## src/rtl/pipeif_fetch_pkg.sv

```systemverilog
// Shared constants and types for the instruction-fetch stage.
package pipeif_fetch_pkg;

  // Next-PC source select driven by the control unit.
  localparam logic [1:0] PCSRC_SEQ = 2'b00;
  localparam logic [1:0] PCSRC_BR  = 2'b01;
  localparam logic [1:0] PCSRC_JR  = 2'b10;
  localparam logic [1:0] PCSRC_J   = 2'b11;

  // Instruction presented to IF/ID when nothing has been fetched.
  localparam logic [31:0] NOP_INST = 32'h0000_0000;

  // Number of fetched words buffered ahead of IF/ID.
  localparam logic [1:0] QUEUE_DEPTH = 2'd2;

  // Fetch controller states.
  typedef enum logic [1:0] {
    ST_IDLE = 2'd0,
    ST_REQ  = 2'd1,
    ST_DROP = 2'd2
  } fetch_state_e;

  // One buffered fetch result: the sequential successor PC and the word.
  typedef struct packed {
    logic [31:0] pc4;
    logic [31:0] ins;
  } fetch_entry_t;

  // Clear the byte-offset bits so the memory only ever sees word addresses.
  function automatic logic [31:0] word_align(input logic [31:0] addr);
    return {addr[31:2], 2'b00};
  endfunction

endpackage

```

## src/rtl/pipeif_fetch_if_queue.sv

```systemverilog
// Two-entry FIFO of fetch results with push, pop and synchronous flush.
module pipeif_fetch_if_queue
  import pipeif_fetch_pkg::*;
(
  input  logic         clk,
  input  logic         clrn,
  input  logic         push_i,
  input  fetch_entry_t push_data_i,
  input  logic         pop_i,
  input  logic         flush_i,
  output logic [1:0]   count_o,
  output fetch_entry_t head_o
);

  logic       wr_ptr_q;
  logic       rd_ptr_q;
  logic [1:0] count_q;
  logic       do_push;
  logic       do_pop;

  // Pushes into a full queue and pops from an empty one are ignored.
  assign do_push = push_i && (count_q != QUEUE_DEPTH);
  assign do_pop  = pop_i && (count_q != 2'd0);

  // Storage: one register per slot, written when the write pointer selects it.
  for (genvar gi = 0; gi < 2; gi++) begin : g_entry
    localparam logic SLOT = 1'(gi);
    fetch_entry_t entry_q;

    // Capture the pushed word into this slot.
    always_ff @(posedge clk or negedge clrn) begin
      if (!clrn) begin
        entry_q <= '0;
      end else if (do_push && !flush_i && (wr_ptr_q == SLOT)) begin
        entry_q <= push_data_i;
      end
    end
  end

  // Pointer and occupancy bookkeeping; flush wins over push and pop.
  always_ff @(posedge clk or negedge clrn) begin
    if (!clrn) begin
      wr_ptr_q <= 1'b0;
      rd_ptr_q <= 1'b0;
      count_q  <= 2'd0;
    end else if (flush_i) begin
      wr_ptr_q <= 1'b0;
      rd_ptr_q <= 1'b0;
      count_q  <= 2'd0;
    end else begin
      if (do_push) wr_ptr_q <= ~wr_ptr_q;
      if (do_pop)  rd_ptr_q <= ~rd_ptr_q;
      count_q <= count_q + 2'(do_push) - 2'(do_pop);
    end
  end

  assign count_o = count_q;
  assign head_o  = rd_ptr_q ? g_entry[1].entry_q : g_entry[0].entry_q;

endmodule

```

## src/rtl/pipeif_fetch.sv

```systemverilog
// Instruction-fetch stage: next-PC selection, memory handshake, and a
// two-word buffer feeding the IF/ID register, with wrong-path flushing.
module pipeif_fetch
  import pipeif_fetch_pkg::*;
#(
  parameter logic [31:0] RESET_PC = 32'h0000_0000
) (
  input  logic        clk,
  input  logic        clrn,
  input  logic [1:0]  pcsource,
  input  logic [31:0] bpc,
  input  logic [31:0] rpc,
  input  logic [31:0] jpc,
  input  logic        wpc,
  output logic        imem_req,
  output logic [31:0] imem_addr,
  input  logic [31:0] imem_rdata,
  input  logic        imem_ready,
  output logic [31:0] pc4,
  output logic [31:0] ins,
  output logic        if_valid
);

  fetch_state_e state_q, state_d;
  logic [31:0]  fpc_q, fpc_d;     // next address to fetch
  logic [31:0]  areg_q, areg_d;   // address of the transaction in flight
  logic         pend_q, pend_d;   // a request has been issued but not accepted

  logic         redirect;
  logic [31:0]  target;
  logic         req_c;
  logic         push_c;
  logic         pop_c;
  logic         flush_c;
  logic [1:0]   q_count;
  fetch_entry_t q_head;
  fetch_entry_t q_push_data;

  assign redirect = (pcsource != PCSRC_SEQ);

  // Redirect target chosen by pcsource; used exactly as supplied.
  always_comb begin
    target = bpc;
    unique case (pcsource)
      PCSRC_BR: target = bpc;
      PCSRC_JR: target = rpc;
      PCSRC_J:  target = jpc;
      default:  target = bpc;
    endcase
  end

  // Controller state, fetch PC and in-flight address registers.
  always_ff @(posedge clk or negedge clrn) begin
    if (!clrn) begin
      state_q <= ST_IDLE;
      fpc_q   <= RESET_PC;
      areg_q  <= RESET_PC;
      pend_q  <= 1'b0;
    end else begin
      state_q <= state_d;
      fpc_q   <= fpc_d;
      areg_q  <= areg_d;
      pend_q  <= pend_d;
    end
  end

  // Next-state logic, request generation and queue control.
  always_comb begin
    state_d = state_q;
    fpc_d   = fpc_q;
    areg_d  = areg_q;
    pend_d  = pend_q;
    req_c   = 1'b0;
    push_c  = 1'b0;
    flush_c = 1'b0;

    unique case (state_q)
      ST_IDLE: begin
        state_d = ST_REQ;
        if (redirect) fpc_d = target;
      end

      ST_REQ: begin
        // Registered count keeps at most one transaction in flight; once
        // issued, the request is held until the memory accepts it.
        req_c = pend_q || (q_count < QUEUE_DEPTH);
        if (req_c && !pend_q) areg_d = fpc_q;

        if (redirect) begin
          fpc_d   = target;
          flush_c = 1'b1;
          if (req_c && !imem_ready) begin
            // The stale request cannot be withdrawn; let it drain first.
            state_d = ST_DROP;
            pend_d  = 1'b1;
          end else begin
            pend_d  = 1'b0;
          end
        end else if (req_c && imem_ready) begin
          push_c = 1'b1;
          fpc_d  = fpc_q + 32'd4;
          pend_d = 1'b0;
        end else if (req_c) begin
          pend_d = 1'b1;
        end
      end

      ST_DROP: begin
        // Finish the wrong-path transaction and throw its data away.
        req_c = 1'b1;
        if (redirect) fpc_d = target;
        if (imem_ready) begin
          state_d = ST_REQ;
          pend_d  = 1'b0;
        end
      end

      default: begin
        state_d = ST_IDLE;
        pend_d  = 1'b0;
      end
    endcase
  end

  // IF/ID consumes the head only when the hazard unit lets the PC advance.
  assign pop_c = wpc && if_valid && !redirect;

  assign q_push_data = '{pc4: fpc_q + 32'd4, ins: imem_rdata};

  pipeif_fetch_if_queue u_queue (
    .clk         (clk),
    .clrn        (clrn),
    .push_i      (push_c),
    .push_data_i (q_push_data),
    .pop_i       (pop_c),
    .flush_i     (flush_c),
    .count_o     (q_count),
    .head_o      (q_head)
  );

  assign imem_req  = req_c;
  assign imem_addr = word_align(pend_q ? areg_q : fpc_q);
  assign if_valid  = (q_count != 2'd0);
  assign ins       = if_valid ? q_head.ins : NOP_INST;
  assign pc4       = if_valid ? q_head.pc4 : 32'h0000_0000;

endmodule

```

## config.mk

```make
export PLATFORM = sky130hd
export DESIGN_NAME = pipeif_fetch
export DESIGN_NICKNAME = d
export VERILOG_FILES = /design/src/rtl/pipeif_fetch_pkg.sv /design/src/rtl/pipeif_fetch_if_queue.sv /design/src/rtl/pipeif_fetch.sv
export SDC_FILE = /design/constraint.sdc
export NUM_CORES = 1
export LEC_CHECK = 0
export CAP_MARGIN = 20
export CORE_MARGIN = 8
export CORE_UTILIZATION = 55
export DETAILED_ROUTE_END_ITERATION = 7
export PLACE_DENSITY = 0.86
export SLEW_MARGIN = 20
export SYNTH_ARGS = -nofsm -noshare
export SYNTH_HDL_FRONTEND = slang
export SYNTH_SLANG_ARGS = --single-unit
```

## constraint.sdc

```tcl
create_clock -name clk -period 4 [get_ports clk]
set_clock_uncertainty 0.1 [all_clocks]
set_input_delay 0.8 -clock clk [delete_from_list [all_inputs] [get_ports clk]]
set_output_delay 0.8 -clock clk [all_outputs]
set_load 0.05 [all_outputs]
```

# Yosys cells after proc, flatten, opt, wreduce, memory -nomap -nowiden
# Index checks and enable logic that the tools add are counted.
[totals] reg_bits=199 latchBits=0 ram_bits=0 romBits=0 in_bits=134 output_inout_bits=98 word_cells=85 n_memories=0
[classes] n_addsub=3 n_mul=0 div=0 order_cmp=1 eq_ne=11 n_shift=0 n_mux=30 bitwise_logic=3 reduce_logical=26
[ops] op="$mux 32" n=6
[ops] op="$pmux 32 s2" n=2
[ops] op="$mux 64" n=1
[ops] op="$add 32x3->32 const B" n=1
[ops] op="$mux 1" n=14
[ops] op="$logic_and 1x1->1" n=10
[ops] op="$reduce_bool 2->1" n=5
[ops] op="$reduce_and 3->1" n=3
[ops] op="$mux 2" n=4
[ops] op="$ne 2x2->1 const B" n=4
[ops] op="$eq 2x2->1 const B" n=3
[ops] op="$pmux 2 s3" n=1
[ops] op="$logic_not 1->1" n=4
[ops] op="$ne 4x4->1 const B" n=1
[ops] op="$ne 3x3->1 const B" n=1
[ops] op="$not 1->1" n=3
[ops] op="$pmux 1 s3" n=1
[ops] op="$add 2x1->2" n=1
[ops] op="$eq 2x1->1 const B" n=1
[ops] op="$logic_not 2->1" n=1
[ops] op="$lt 2x2->1 const B" n=1
[ops] op="$ne 2x1->1 const B" n=1
[ops] op="$pmux 1 s2" n=1
[ops] op="$reduce_and 2->1" n=1
[ops] op="3 further kinds" n=3

# Depth between registers and ports, before layout
# Gate-level depths: netlist of run 1.
[logic_depth] depth_word=10 mapped_depth=9

# By module
# Synthesis of run 1 repeated with hierarchy kept, for this count alone.
[hier_totals] cells_unflattened=957 area_unflattened_um2=11049.3
[modules_own_cells] mod="pipeif_fetch_if_queue" n_inst=1 cells_per_inst=363 area_each_um2=5894.4 seq_area_each_um2=3303.2
[modules_own_cells] mod="pipeif_fetch" n_inst=1 cells_per_inst=594 area_each_um2=5154.9 seq_area_each_um2=1626.6

# Worst setup path after synthesis of run 1
# OpenSTA, ideal clock, no wires.
[synth_timing] path_kind="reg-to-output" startpoint="register u_queue.rd_ptr_q" endpoint="output port ins[24]" arrival_ns=1.911 setup_slack_ns=1.189 path_stages_with_launch=6 n_path_buf=3 cell_sequence="dfrtp_1 clkbuf_1 buf_2 buf_1 mux2i_1 nor2_1"
[synth_between] elab_chain_cells=2
[synth_rtl] item="start, declared" line_no="pipeif_fetch_if_queue.sv:16" text="logic rd_ptr_q;"
[synth_rtl] item="start signal, assigned" line_no="pipeif_fetch_if_queue.sv:52" text="if (do_pop) rd_ptr_q <= ~rd_ptr_q;"
[synth_rtl] item="$mux 64" line_no="pipeif_fetch_if_queue.sv:58" text="assign head_o = rd_ptr_q ? g_entry[1].entry_q : g_entry[0].entry_q;"
[synth_rtl] item="$mux 32" line_no="pipeif_fetch.sv:144" text="assign ins = if_valid ? q_head.ins : NOP_INST;"
[synth_rtl] item="end, declared" line_no="pipeif_fetch.sv:20" text="output logic [31:0] ins,"
# Every way passes these cells.

# Worst setup path after layout of run 1
[layout_timing] startpoint="register u_queue.rd_ptr_q" endpoint="output port ins[12]"
# Same word-level chain as after synthesis.

==> impl_metrics.env, run 1 <==
export IMPL_grt_overflow=0
export IMPL_ys_ff_latch=197
export IMPL_synth_top_cell_area_share=0.465
export IMPL_synth_adder_area_share=0.00707
export IMPL_power_density_nw_per_um2=832
export IMPL_fp_dieArea_sq_um=24000
export IMPL_ys_types=67
export IMPL_drv_slew=0
export IMPL_ir_drop_mv=0.450
export IMPL_hold_viol=0
export IMPL_cp_arrival_ns=2.52
export IMPL_cts_hold_buf=0
export IMPL_grt_pass1_wl_um=46000
export IMPL_vias_per_cell=5.73
export IMPL_setup_viol_count_final=0
export IMPL_synth_top_family_by_area="multiplexers"
export IMPL_syn_area_sq_um=10600
export IMPL_nets=1407
export IMPL_avgSynthCellArea_sq_um=9.76
export IMPL_worst_slew_margin_rel=0.398
export IMPL_synth_top_area_cell="dfrtp_1"
export IMPL_gp_congestion=0.846
export IMPL_min_period_ns=3.42
export IMPL_clk_latency_ns=0.43
export IMPL_wl_per_cell_um=18.5
export IMPL_nFillCells=1400
export IMPL_ys_warn_count=0
export IMPL_path_max_fanout=33
export IMPL_outcome="finished, final reports clean"
export IMPL_cp_buffers_inverters=2
export IMPL_synthMuxAreaShare=0.205
export IMPL_final_common_cell="clkdlybuf4s50_1"
export IMPL_drc_errors=0
export IMPL_dpl_hpwl_um=20200
export IMPL_yosys_area_share_simple=0.159
export IMPL_synth_area_top_cells="dfrtp_1 46%, mux2_2 12%, mux2i_1 8.3%"
export IMPL_grtUsageMet1=0.301
export IMPL_cts_buffer_depth=2
export IMPL_root_buffer="clkbuf_16"
export IMPL_whs_ns=0.353
export IMPL_synth_xor_area_frac=0.0239
export IMPL_cts_made_buffers=17
export IMPL_chipHeight_um=155
export IMPL_totalWireLength_um=28500
export IMPL_initial_utilization=0.553
export IMPL_io_pins=232
export IMPL_die_w_um=155
export IMPL_cts_htree_levels=4
export IMPL_busiest_layer="met2"
export IMPL_worst_path_max_delay_cell="clkdlybuf4s50_1"
export IMPL_grt_setup_unrepaired="false"
export IMPL_drt_initial_drc_count=804
export IMPL_rows=51
export IMPL_grt_max_degree=105
export IMPL_clkSinkCount=197
export IMPL_firstDrtPassIters=6
export IMPL_mostFrequentLayoutCells="226 x clkdlybuf4s50_1, 196 x dfrtp_1, 191 x nand2_1"
export IMPL_portBuffers=229
export IMPL_cp_required_ns=3.10
export IMPL_num_antenna_cells=0
export IMPL_cp_end_kind="output port"
export IMPL_grtUsageTotal=0.238
export IMPL_hp_class="input pin to async pin"
export IMPL_fin_tns_setup_ns=0
export IMPL_finalCritPeriodShare=0.856
export IMPL_cp_top_family="buffers and inverters"
export IMPL_use_met2=0.395
export IMPL_synth_ff_type="dfrtp_1"
export IMPL_p_leak_uw=0.00577
export IMPL_core_sq_um=19200
export IMPL_synthCells=1087
export IMPL_ant_nets=0
export IMPL_drv_cap=0
export IMPL_syn_to_final_growth_pct=28.9
export IMPL_async_flop_share=1.00
export IMPL_use_met3=0.0560
export IMPL_fmax_mhz=292
export IMPL_vias=8851
export IMPL_synth_seq_area_share=0.465
export IMPL_drive_gt1_frac=0.149
export IMPL_clk_pin_slew_worst_paths_ns=0.07
export IMPL_synth_edff_count=0
export IMPL_cts_resized=0
export IMPL_synth_compound_area_frac=0.101
export IMPL_grt_pass1_vias=8958
export IMPL_grt_antenna_before_repair=0
export IMPL_postCtsSetupRepairBufs=0
export IMPL_start_kind="register"
export IMPL_worstSetupPathType="register to output port"
export IMPL_critical_path_max_stage_delay_ns=0.81
export IMPL_tightest_slew_ns=0.903
export IMPL_tritoncts="done"
export IMPL_crit_chain="buf_12 > mux2i_1 > nor2_1 > clkdlybuf4s50_1"
==> worst register-to-register path, delay by kind of cell, from the launching register on <==
family / cells / cell delay, ns
simple gates: 3 / 0.98
buf+inv: 2 / 0.80
flops: 1 / 0.32
compound gates: 2 / 0.34
==> flip-flops by register name, summed over array words and instances (netlist names) <==
register / cells
u_queue.rd_ptr_q: 1
pend_q: 1
state_q: 2
fpc_q: 32
u_queue.g_entry.entry_q: 128
areg_q: 30
u_queue.count_o: 2
u_queue.wr_ptr_q: 1
==> worst paths after layout <==
kind / from / slack, ns / cells after the start / endpoint
min in group clk: u_queue.g_entry[0].entry_q[1]$_DFFE_PN0P_ / 0.38 / 2 / u_queue.g_entry[0].entry_q[1]$_DFFE_PN0P_
worst min-delay path: clrn / 0.35 / 1 / u_queue.g_entry[0].entry_q[10]$_DFFE_PN0P_
max in group asynchronous: clrn / 2.55 / 2 / state_q[0]$_DFFE_PN0P_
worst max-delay path: u_queue.rd_ptr_q$_DFFE_PN0P_ / 0.58 / 4 / ins[12]
worst max register to register: pend_q$_DFFE_PN0P_ / 1.31 / 7 / u_queue.g_entry[0].entry_q[38]$_DFFE_PN0P_
worst min register to register: u_queue.g_entry[0].entry_q[1]$_DFFE_PN0P_ / 0.38 / 2 / u_queue.g_entry[0].entry_q[1]$_DFFE_PN0P_
==> area by class of cell <==
type / count / area [sq um] / share of cell area
Timing Repair Buffer: 247 / 2460 / 0.180
Inverter: 8 / 30.0 / 0.00220
Sequential cell: 197 / 4930 / 0.361
Tap cell: 265 / 332 / 0.0242
Clock buffer: 18 / 429 / 0.0314
Clock inverter: 13 / 196 / 0.0144
Multi-Input combinational cell: 796 / 5300 / 0.387
==> logic make-up after synthesis <==
logic type      Yosys count
simple gates            379
flops                   197
buf+inv                  95
compound gates          177
mux                     203
other cells               1
xor+xnor                 29
fa+ha+maj                 6
==> Yosys cell counts, types with 12 or more instances <==
| cell | number |
|---|---|
| dfrtp_1 | 197 |
| o21ai_0 | 86 |
| mux2i_1 | 88 |
| nor2_1 | 110 |
| xor2_1 | 15 |
| clkbuf_1 | 39 |
| a21oi_1 | 34 |
| buf_2 | 31 |
| nand3_1 | 20 |
| nand2_1 | 191 |
| xnor2_1 | 14 |
| mux2_2 | 115 |
| buf_1 | 12 |
==> through the flow <==
| stage | instance area, sq um | setup WS, ns | utilization | power, uW | cells |
|---|---|---|---|---|---|
| finish | 13700 | 0.576 | 0.712 | 11400 | 1544 |
| global route | 13700 | 0.461 | 0.712 | 12000 | 1544 |
| CTS | 13700 | 0.539 | 0.712 | 11400 | 1544 |
| detailed placement | 13100 | 0.971 | 0.679 | 9560 | 1513 |
| global placement | 13100 | 1.03 | 0.679 | 9360 | 1513 |
| floorplan | 10600 | 1.19 | - | 7680 | 1088 |
==> layer usage <==
| metal | vias up | wire [um] |
|---|---|---|
| met5 | - | 0 |
| met2 | 381 | 13900 |
| met4 | 0 | 538 |
| li1 | 4123 | - |
| met1 | 4311 | 11800 |
| met3 | 36 | 2270 |
==> power by group <==
part,total [uW],internal [uW],switching [uW]
combinational,5850,2300,3560
clock,1830,1060,773
sequential,3700,2890,813
total,11400,6240,5140
Note: power is estimated with default switching activity, not from simulation.
==> inputs of run 2 (changes only) <==
Settings changed: CORE_ASPECT_RATIO set to 2, RECOVER_POWER set to 50, REMOVE_ABC_BUFFERS set to 1.
==> run 2 against run 1 <==
Effect of this change: sequential cell count unchanged; design area decreased by 0.33%; the run now ends with capacitance limit, slew limit left; non-clock buffer count increased by 1; sequential share of layout area increased by 0.12 points; largest cell class unchanged; clock-buffer cell count increased by 1; critical path depth decreased by 1; routed wire length increased by 3.3%; via count increased by 0.71%; register-to-register slack got worse by 1.0 ns; critical path type unchanged; clock power increased by 3%; die area increased by 1.1%; combinational power about the same.
==> impl_metrics.env, run 2 (synthesis gave the netlist of run 1 again) <==
export IMPL_outcome="finished, violations left"
export IMPL_violations="capacitance limit, slew limit"
export IMPL_mostFrequentLayoutCells="225 x clkdlybuf4s50_1, 196 x dfrtp_1, 191 x nand2_1"
export IMPL_cp_startpoint="pend_q$_DFFE_PN0P_"
export IMPL_dpl_hpwl_um=20700
export IMPL_grt_pass1_wl_um=47600
export IMPL_cp_top_family="buffers and inverters"
export IMPL_tightest_slew_ns=2.19
export IMPL_register_area_sq_um=4930
export IMPL_drive_gt1_frac=0.143
export IMPL_switching_share=0.452
export IMPL_setup_ws_ns=0.287
export IMPL_syn_to_final_growth_pct=28.4
export IMPL_whs_ns=0.365
export IMPL_fin_tns_setup_ns=0
export IMPL_finalCritPeriodShare=0.928
export IMPL_top_regs="u_queue.g_entry.entry_q x128, fpc_q x32, areg_q x30"
export IMPL_stdcell_area_sq_um=13600
export IMPL_min_period_ns=3.71
export IMPL_clkSinkCount=197
export IMPL_cp_end_kind="output port"
export IMPL_p_leak_uw=0.00578
export IMPL_core_sq_um=19100
export IMPL_clk_pin_slew_worst_paths_ns=0.07
export IMPL_grt_setup_unrepaired="false"
export IMPL_drv_slew=80
export IMPL_hp_class="input pin to async pin"
export IMPL_grt_antenna_before_repair=0
export IMPL_cts_buffer_depth=2
export IMPL_firstDrtPassIters=5
export IMPL_hold_viol=0
export IMPL_nFillCells=1424
export IMPL_start_kind="register"
export IMPL_grt_pass1_vias=9288
export IMPL_largest_register_ffs=128
export IMPL_root_buffer="clkbuf_16"
export IMPL_fp_dieArea_sq_um=24300
export IMPL_num_antenna_cells=0
export IMPL_io_pins=232
export IMPL_rows=72
export IMPL_vias=8914
export IMPL_r2r_cells=7
export IMPL_cts_made_buffers=17
export IMPL_drt_initial_drc_count=777
export IMPL_path_max_fanout=10
export IMPL_drv_cap=2
export IMPL_ant_nets=0
export IMPL_net_switching_power_uw=5170
export IMPL_grt_overflow=0
export IMPL_clk_latency_ns=0.44
export IMPL_cts_htree_levels=4
export IMPL_crit_chain="clkbuf_1 > mux2_2 > clkdlybuf4s50_1"
export IMPL_largest_register="u_queue.g_entry.entry_q"
export IMPL_nets=1408
export IMPL_rr_startpoint="pend_q$_DFFE_PN0P_"
export IMPL_postCtsSetupRepairBufs=0
export IMPL_ir_drop_mv=0.701
export IMPL_final_common_cell="clkdlybuf4s50_1"
export IMPL_cp_buffers_inverters=2
export IMPL_worst_path_max_delay_cell="clkdlybuf4s50_1"
export IMPL_combPwrFrac=0.508
export IMPL_gp_congestion=0.873
export IMPL_fin_util=0.714
export IMPL_totalWireLength_um=29500
export IMPL_power_density_nw_per_um2=840
export IMPL_cts_hold_buf=0
export IMPL_cts_resized=0
export IMPL_path_depth=3
export IMPL_power_frac_seq=0.326
export IMPL_internal_power_uw=6280
export IMPL_die_w_um=114
export IMPL_setup_viol_count_final=0
export IMPL_initial_utilization=0.556
export IMPL_tritoncts="done"
export IMPL_worstSetupPathType="register to output port"
export IMPL_critical_path_max_stage_delay_ns=0.74
export IMPL_cp_required_ns=3.10
export IMPL_drc_errors=0
export IMPL_fmax_mhz=269
export IMPL_worst_slew_margin_rel=-0.462
export IMPL_portBuffers=229
export IMPL_place_ws_ns=0.779
export IMPL_cp_arrival_ns=2.81
export IMPL_wl_per_cell_um=19.1
export IMPL_grtUsageTotal=0.247
export IMPL_clkPwrFrac=0.165
export IMPL_place_area_sq_um=13000
export IMPL_grt_max_degree=122
export IMPL_chipHeight_um=212
export IMPL_multi_input_area_sq_um=5280
export IMPL_vias_per_cell=5.79
==> run 2: cell count changes in the layout (fill, tap and decap cells not counted), sizes merged <==
| cell | before | now |
|---|---|---|
| clkinv | 0 | 2 |
| clkinvlp | 4 | 1 |
| clkdlybuf4s50 | 226 | 225 |
| bufinv | 4 | 5 |
| dlymetal6s4s | 0 | 1 |
| clkbuf | 19 | 24 |
| buf | 20 | 17 |
==> run 2: final cells by class <==
| class | instances | area share |
|---|---|---|
| Multi-Input combinational cell | 796 | 0.387 |
| Sequential cell | 197 | 0.362 |
| Timing Repair Buffer | 248 | 0.177 |
| Clock buffer | 19 | 0.0318 |
| Tap cell | 259 | 0.0238 |
| Clock inverter | 13 | 0.0158 |
| Inverter | 8 | 0.00220 |
==> run 2: layer usage <==
metal | part of all wire | up-vias | global-route usage
met5 | 0 | - | 0
met4 | 0.029 | 0 | 0.0962
met3 | 0.082 | 65 | 0.0671
met2 | 0.49 | 409 | 0.408
met1 | 0.40 | 4326 | 0.298
li1 | - | 4114 | -
==> run 2: final timing paths <==
kind                                                         endpoint  slack [ns]
min reg2reg                u_queue.g_entry[0].entry_q[22]$_DFFE_PN0P_        0.38
min                         u_queue.g_entry[1].entry_q[3]$_DFFE_PN0P_        0.36
max reg2reg                u_queue.g_entry[1].entry_q[48]$_DFFE_PN0P_        0.30
max                                                     imem_addr[11]        0.29
max in group asynchronous                      areg_q[28]$_DFFE_PN0P_        0.74
min in group clk           u_queue.g_entry[0].entry_q[22]$_DFFE_PN0P_        0.38
==> run 2: per-stage QoR <==
stage	cells	total power, uW
4_1_cts	1540	11500
5_1_grt	1540	12000
2_1_floorplan	1001	7580
3_5_place_dp	1508	9550
3_3_place_gp	1508	9320
6_report	1540	11400
==> run 2: power groups by stage <==
stage	logic [uW]	clock network, uW	registers [uW]
2_1_floorplan	4010	0	3570
3_3_place_gp	5660	0	3670
3_5_place_dp	5810	0	3750
4_1_cts	5870	1900	3720
5_1_grt	6200	1980	3860
6_report	5820	1890	3740
==> run 2: worst register-to-register path: stages (launching register included) <==
cell,delay [ns]
dfrtp_1,0.64
clkbuf_1,0.57
nand2b_1,0.32
o2111a_1,0.26
nand3_1,0.85
buf_4,0.58
nand2_1,0.13
o21ai_0,0.12
